$ cat src/rtl/mc_core.sv
// mc_core: multi-cycle RV32I-subset core sharing one req/ready memory port
// between instruction fetch and load/store.
// Optional feature macro: MC_CORE_ILLEGAL_TRAP_EN
//   defined   -> unsupported instructions halt the core (HALT state, halted=1)
//   undefined -> unsupported instructions retire as NOPs, halted tied 0
module mc_core #(
    parameter logic [31:0] RESET_PC = 32'h0000_0000,
    parameter int unsigned NUM_REGS = 32
) (
    input  logic        clk,
    input  logic        rst_n,
    output logic        mem_req,
    output logic        mem_we,
    output logic [31:0] mem_addr,
    output logic [31:0] mem_wdata,
    input  logic [31:0] mem_rdata,
    input  logic        mem_ready,
    output logic [31:0] debug_pc,
    output logic [31:0] debug_instr,
    output logic        debug_retire,
    output logic        halted
);

    localparam int unsigned XLEN  = 32;
    localparam int unsigned IDX_W = (NUM_REGS == 16) ? 4 : 5;

    localparam logic [6:0] OPC_OP_IMM = 7'b0010011;
    localparam logic [6:0] OPC_OP     = 7'b0110011;
    localparam logic [6:0] OPC_LUI    = 7'b0110111;
    localparam logic [6:0] OPC_JAL    = 7'b1101111;
    localparam logic [6:0] OPC_BRANCH = 7'b1100011;
    localparam logic [6:0] OPC_LOAD   = 7'b0000011;
    localparam logic [6:0] OPC_STORE  = 7'b0100011;

    typedef enum logic [2:0] {
        S_FETCH = 3'd0,
        S_EXEC  = 3'd1,
        S_MEM   = 3'd2,
        S_WB    = 3'd3,
        S_HALT  = 3'd4
    } state_t;

    state_t state_q, state_n;

    logic [XLEN-1:0] pc_q, pc_n;
    logic [XLEN-1:0] ir_q, ir_n;
    logic [XLEN-1:0] alu_q, alu_n;
    logic [XLEN-1:0] rs2_q, rs2_n;
    logic [XLEN-1:0] ld_q, ld_n;

    logic            mem_req_q, mem_req_n;
    logic            mem_we_q, mem_we_n;
    logic [XLEN-1:0] mem_addr_q, mem_addr_n;
    logic [XLEN-1:0] mem_wdata_q, mem_wdata_n;
    logic            retire_q, retire_n;

    logic [XLEN-1:0] rf [NUM_REGS];
    logic            rf_we;
    logic [XLEN-1:0] rf_wdata;

    // Instruction fields and immediates
    logic [6:0]       opcode;
    logic [2:0]       funct3;
    logic [6:0]       funct7;
    logic [IDX_W-1:0] rs1_idx, rs2_idx, rd_idx;
    logic [XLEN-1:0]  imm_i, imm_s, imm_b, imm_u, imm_j;

    assign opcode  = ir_q[6:0];
    assign funct3  = ir_q[14:12];
    assign funct7  = ir_q[31:25];
    assign rd_idx  = ir_q[7 +: IDX_W];
    assign rs1_idx = ir_q[15 +: IDX_W];
    assign rs2_idx = ir_q[20 +: IDX_W];
    assign imm_i   = {{20{ir_q[31]}}, ir_q[31:20]};
    assign imm_s   = {{20{ir_q[31]}}, ir_q[31:25], ir_q[11:7]};
    assign imm_b   = {{19{ir_q[31]}}, ir_q[31], ir_q[7], ir_q[30:25], ir_q[11:8], 1'b0};
    assign imm_u   = {ir_q[31:12], 12'b0};
    assign imm_j   = {{11{ir_q[31]}}, ir_q[31], ir_q[19:12], ir_q[20], ir_q[30:21], 1'b0};

    logic [XLEN-1:0] rs1_val, rs2_val;
    assign rs1_val = (rs1_idx == '0) ? '0 : rf[rs1_idx];
    assign rs2_val = (rs2_idx == '0) ? '0 : rf[rs2_idx];

    logic is_store, is_load, is_jal;
    assign is_store = (opcode == OPC_STORE);
    assign is_load  = (opcode == OPC_LOAD);
    assign is_jal   = (opcode == OPC_JAL);

    // Legality of the current instruction against the supported subset
    logic legal;
    always_comb begin
        legal = 1'b0;
        case (opcode)
            OPC_OP_IMM: legal = (funct3 != 3'b001) && (funct3 != 3'b011) && (funct3 != 3'b101);
            OPC_OP: begin
                if (funct7 == 7'b0000000)
                    legal = (funct3 != 3'b001) && (funct3 != 3'b011) && (funct3 != 3'b101);
                else
                    legal = (funct7 == 7'b0100000) && (funct3 == 3'b000);
            end
            OPC_LUI, OPC_JAL: legal = 1'b1;
            OPC_BRANCH:       legal = (funct3 == 3'b000) || (funct3 == 3'b001);
            OPC_LOAD, OPC_STORE: legal = (funct3 == 3'b010);
            default:          legal = 1'b0;
        endcase
    end

    // ALU: register/immediate ops, LUI pass-through and load/store address
    logic [XLEN-1:0] op_b, alu_arith, exec_res;
    logic            slt;
    always_comb begin
        op_b      = (opcode == OPC_OP) ? rs2_val : imm_i;
        slt       = ($signed(rs1_val) < $signed(op_b));
        alu_arith = rs1_val + op_b;
        case (funct3)
            3'b000:  alu_arith = ((opcode == OPC_OP) && funct7[5]) ? (rs1_val - op_b) : (rs1_val + op_b);
            3'b010:  alu_arith = {{(XLEN-1){1'b0}}, slt};
            3'b100:  alu_arith = rs1_val ^ op_b;
            3'b110:  alu_arith = rs1_val | op_b;
            3'b111:  alu_arith = rs1_val & op_b;
            default: alu_arith = rs1_val + op_b;
        endcase
        case (opcode)
            OPC_LUI:   exec_res = imm_u;
            OPC_LOAD:  exec_res = rs1_val + imm_i;
            OPC_STORE: exec_res = rs1_val + imm_s;
            default:   exec_res = alu_arith;
        endcase
    end

    logic br_taken;
    assign br_taken = (funct3 == 3'b000) ? (rs1_val == rs2_val) : (rs1_val != rs2_val);

    logic mem_done;
    assign mem_done = mem_req_q && mem_ready;

    // Next-state, datapath next values and registered-output next values
    always_comb begin
        state_n     = state_q;
        pc_n        = pc_q;
        ir_n        = ir_q;
        alu_n       = alu_q;
        rs2_n       = rs2_q;
        ld_n        = ld_q;
        retire_n    = 1'b0;
        rf_we       = 1'b0;
        rf_wdata    = '0;
        mem_req_n   = 1'b0;
        mem_we_n    = 1'b0;
        mem_addr_n  = mem_addr_q;
        mem_wdata_n = mem_wdata_q;

        case (state_q)
            S_FETCH: begin
                if (mem_done) begin
                    ir_n    = mem_rdata;
                    state_n = S_EXEC;
                end
            end
            S_EXEC: begin
                alu_n = exec_res;
                rs2_n = rs2_val;
                if (!legal) begin
`ifdef MC_CORE_ILLEGAL_TRAP_EN
                    state_n = S_HALT;
`else
                    pc_n     = pc_q + XLEN'(4);
                    retire_n = 1'b1;
                    state_n  = S_FETCH;
`endif
                end else if (opcode == OPC_BRANCH) begin
                    pc_n     = br_taken ? (pc_q + imm_b) : (pc_q + XLEN'(4));
                    retire_n = 1'b1;
                    state_n  = S_FETCH;
                end else if (is_load || is_store) begin
                    state_n = S_MEM;
                end else begin
                    state_n = S_WB;
                end
            end
            S_MEM: begin
                if (mem_done) begin
                    if (is_store) begin
                        pc_n     = pc_q + XLEN'(4);
                        retire_n = 1'b1;
                        state_n  = S_FETCH;
                    end else begin
                        ld_n    = mem_rdata;
                        state_n = S_WB;
                    end
                end
            end
            S_WB: begin
                rf_we    = 1'b1;
                rf_wdata = is_load ? ld_q : (is_jal ? (pc_q + XLEN'(4)) : alu_q);
                pc_n     = is_jal ? (pc_q + imm_j) : (pc_q + XLEN'(4));
                retire_n = 1'b1;
                state_n  = S_FETCH;
            end
            S_HALT: state_n = S_HALT;
            default: state_n = S_FETCH;
        endcase

        // Memory port values for the cycle after this edge; stable while stalled
        if (state_n == S_FETCH) begin
            mem_req_n  = 1'b1;
            mem_addr_n = pc_n;
        end else if (state_n == S_MEM) begin
            mem_req_n   = 1'b1;
            mem_we_n    = is_store;
            mem_addr_n  = {alu_n[XLEN-1:2], 2'b00};
            mem_wdata_n = rs2_n;
        end
    end

    // FSM state register
    always_ff @(posedge clk or negedge rst_n) begin
        if (!rst_n) state_q <= S_FETCH;
        else        state_q <= state_n;
    end

    // Datapath and registered output flops
    always_ff @(posedge clk or negedge rst_n) begin
        if (!rst_n) begin
            pc_q        <= RESET_PC;
            ir_q        <= '0;
            alu_q       <= '0;
            rs2_q       <= '0;
            ld_q        <= '0;
            mem_req_q   <= 1'b0;
            mem_we_q    <= 1'b0;
            mem_addr_q  <= '0;
            mem_wdata_q <= '0;
            retire_q    <= 1'b0;
        end else begin
            pc_q        <= pc_n;
            ir_q        <= ir_n;
            alu_q       <= alu_n;
            rs2_q       <= rs2_n;
            ld_q        <= ld_n;
            mem_req_q   <= mem_req_n;
            mem_we_q    <= mem_we_n;
            mem_addr_q  <= mem_addr_n;
            mem_wdata_q <= mem_wdata_n;
            retire_q    <= retire_n;
        end
    end

    // Register file; x0 is never written
    always_ff @(posedge clk or negedge rst_n) begin
        if (!rst_n) begin
            for (int i = 0; i < NUM_REGS; i++) rf[i] <= '0;
        end else if (rf_we && (rd_idx != '0)) begin
            rf[rd_idx] <= rf_wdata;
        end
    end

`ifdef MC_CORE_ILLEGAL_TRAP_EN
    logic halted_q;

    // Halt indicator follows the HALT state
    always_ff @(posedge clk or negedge rst_n) begin
        if (!rst_n) halted_q <= 1'b0;
        else        halted_q <= (state_n == S_HALT);
    end

    assign halted = halted_q;
`else
    assign halted = 1'b0;
`endif

    assign mem_req      = mem_req_q;
    assign mem_we       = mem_we_q;
    assign mem_addr     = mem_addr_q;
    assign mem_wdata    = mem_wdata_q;
    assign debug_pc     = pc_q;
    assign debug_instr  = ir_q;
    assign debug_retire = retire_q;

endmodule

$ cat config.mk
export PLATFORM = sky130hd
export DESIGN_NAME = mc_core
export DESIGN_NICKNAME = d
export VERILOG_FILES = /design/src/rtl/mc_core.sv
export SDC_FILE = /design/constraint.sdc
export NUM_CORES = 2
export LEC_CHECK = 0
export CAP_MARGIN = 20
export CELL_PAD_IN_SITES_DETAIL_PLACEMENT = 0
export CELL_PAD_IN_SITES_GLOBAL_PLACEMENT = 1
export CORE_MARGIN = 1.5
export CORE_UTILIZATION = 35
export CTS_CLUSTER_DIAMETER = 60
export CTS_CLUSTER_SIZE = 12
export DETAILED_ROUTE_END_ITERATION = 7
export GPL_TIMING_DRIVEN = 0
export PLACE_DENSITY_LB_ADDON = 0.08
export SYNTH_ARGS = -nofsm -noshare
export SYNTH_HDL_FRONTEND = slang
export SYNTH_SLANG_ARGS = --single-unit
$ cat constraint.sdc
create_clock -name clk -period 12.55 [get_ports clk]
set_input_delay 2.51 -clock clk [delete_from_list [all_inputs] [get_ports clk]]
set_output_delay 2.51 -clock clk [all_outputs]
set_load 0.005 [all_outputs]
==> flow_summary.ini <==
[run_status]
status = complete, no violations

[global_route]
grt_pass1_wl_um = 605000
antenna_found_initial = 38
grt_pass1_vias = 66300
grt_max_degree = 164
grt_overflow = 0
track_usage = 0.415

[routing]
detail_route.iter0.violations = 9831
drtPass1Iterations = 7
wl_per_cell_um = 41.6
viasPerCell = 6.40
vias = 70000
postRouteAntennaNets = 0
drc = 0
wirelength_um = 455000

[worst_setup_path]
cp-end-kind = register
critPathKind = register to register
start_kind = register
critPathRequiredTime_ns = 13.30
cp_common_cell = buf_4
crit_chain = buf_6 -> buf_6 -> buf_4 -> buf_4 -> buf_4 -> buf_2 -> mux2i_1 -> o22ai_1 -> a21oi_1 -> inv_1 -> ha_1 -> or3_1 -> o21ai_0 -> o211ai_1 -> o41ai_1 -> clkdlybuf4s15_2 -> a211o_1 -> nand4_1 -> a31o_2 -> xnor2_1 -> a221oi_1 -> a2111oi_0 -> o22ai_1 -> a221o_1
path_delay_family = compound AO/OA/AOI/OAI gates
worst-path-max-fanout = 11
slowest_stage = buf_2
slowest_delay_ns = 0.88
path_buf_inv = 8
crit_arrival_ns = 11.50

[run]
drv_cap = 0

[timing]
fin_crit_sh = 0.857
slew_viol_final = 0
layout_min_cycle_time_ns = 10.76
clock.fmax_mhz = 93.0
grt_setup_unrepaired = no
slew_headroom = 0.0937
worst_slew_pin_slew_ns = 1.36
hold_viol = 0
tns_ns = 0
skew_ns = 0.0469
setup_viol = 0

[clocking]
clockBufferDepth = 3
cts_tree = built
htreeDepth = 4
cts_inserted_buffers = 151
postCtsSetupRepairBufs = 0
root_buffer = clkbuf_16
clk_latency_ns = 0.87
clk_pin_slew_ns = 0.07
cts_hold_buf = 0
ctsResizeCount = 0
cts.sinks = 1252

[floorplan]
rows = 169
die_area_um2 = 216000
core-area_um2 = 212000
die_y_um = 464
io_pins = 167
start_util = 0.352
die_w_um = 464

[placed_design]
dpl.hpwl_um = 343000
place.gp.congestion = 1.02
dp_cells = 10700
portBuffers = 163

[synth]
synth_top_cell_by_area = dfrtp_1
synth_top_flop_cell = dfrtp_1
synth_top_cells_by_area = dfrtp_1 (42%), mux4_2 (13%), o21ai_0 (8.2%), nand2_1 (7.2%), mux2i_1 (4.2%)
synth.most_common_cell = nand2_1
yosysSeqAreaShare = 0.421
syn_area_um2 = 74500
synth_top_area_frac = 0.421
ys_seq_elements = 1252
synth_warnings = 0
async_flop_share = 1.00
postSynthCellCount = 7619
synth_edf_count = 0
ys_top_cells_by_count = nand2_1 (1437), dfrtp_1 (1252), o21ai_0 (1219)
avgSynthCellArea_um2 = 9.77
synth_cell_type_count = 100

[power_and_ir_drop]
p_total_mw = 22.5
cellPowerDensity_nw_per_um2 = 261
p_leak_nw = 36.4
ir_drop_v = 0.000151

[final_layout]
final_nets = 8214
final_cells = 10900
drive_gt1_frac = 0.125
syn_to_final_growth_pct = 15.6
fillers = 21200
final_util = 0.407

[worst_hold_path]
hp-class = register to register
[logic make-up (layout without fill, tap and decap cells)]
group	after synthesis	count (layout)	synth area share
compound gates	2228	2228	0.177
simple gates	2118	2118	0.120
flops	1252	1252	0.421
buf+inv	842	1324	0.0482
mux	818	818	0.182
xor+xnor	185	185	0.0219
fa+ha+maj	175	175	0.0296
other cells	1	24	0.0000504
[through the flow]
step | setup slack [ns] | area [µm²] | hold WS (ns)
2_1_floorplan | 6.83 | 74500 | 0.425
3_3_place_gp | -53.03 | 79600 | 0.436
3_5_place_dp | 2.02 | 80900 | 0.448
4_1_cts | 2.01 | 86000 | 0.462
5_1_grt | 1.75 | 86100 | 0.479
6_report | 1.79 | 86100 | 0.466
[registers in the layout, summed over array words and instances, names as in the netlist]
signal        flops
alu_q            32
debug_instr      32
debug_pc         31
debug_retire      1
ld_q             32
mem_addr         31
mem_req           1
mem_wdata        32
mem_we            1
rf             1024
rs2_q            32
state_q           3
[layout by cell type, fill, tap and decap left out, types with 117 or more instances in the layout]
master and count:
a21oi_1 273, a22oi_1 161, clkbuf_1 552, clkbuf_16 151, clkdlybuf4s50_1 162, dfrtp_1 1251, ha_1 172, inv_1 127
mux2i_1 312, mux4_2 419, nand2_1 1437, nand3_1 117, nor2_1 240, o21ai_0 1216, xnor2_1 126
[area by class of cell]
class,count,area [µm²],share of cell area
diodes,21,52.6,0.000610
clock inverters,77,1180,0.0137
well taps,2821,3530,0.0410
flip-flops and latches,1252,31300,0.364
repair buffers,231,2800,0.0325
inverters,131,492,0.00571
multi-input cells,5527,39600,0.460
clock buffers,174,3960,0.0459
plain buffers,711,3120,0.0363
[path summary, 6_finish.rpt]
kind                                 start  slack [ns]  cells after the start             to
setup / recovery           debug_instr[15]        1.79                     24   mem_addr[27]
hold / removal                     rf[996]        0.47                      1        rf[996]
setup reg to reg           debug_instr[15]        1.79                     24   mem_addr[27]
hold reg to reg                    rf[996]        0.47                      1        rf[996]
max in group asynchronous            rst_n        8.02                      5  mem_wdata[17]
min in group asynchronous            rst_n        1.46                      1   debug_pc[27]
[metal layers]
layer,GRT usage,part of all wire
met1,0.524,0.39
met2,0.611,0.43
met3,0.109,0.098
met4,0.301,0.088
met5,0,0.00026
[report_power, final]
| part | internal, mW | total [mW] | switching [mW] | leakage, nW |
|---|---|---|---|---|
| Clock | 2.68 | 4.73 | 2.05 | 2.47 |
| Combinational | 3.72 | 12.9 | 9.16 | 16.7 |
| Sequential | 4.35 | 4.90 | 0.545 | 17.2 |
Note: power is estimated with default switching activity, not from simulation.
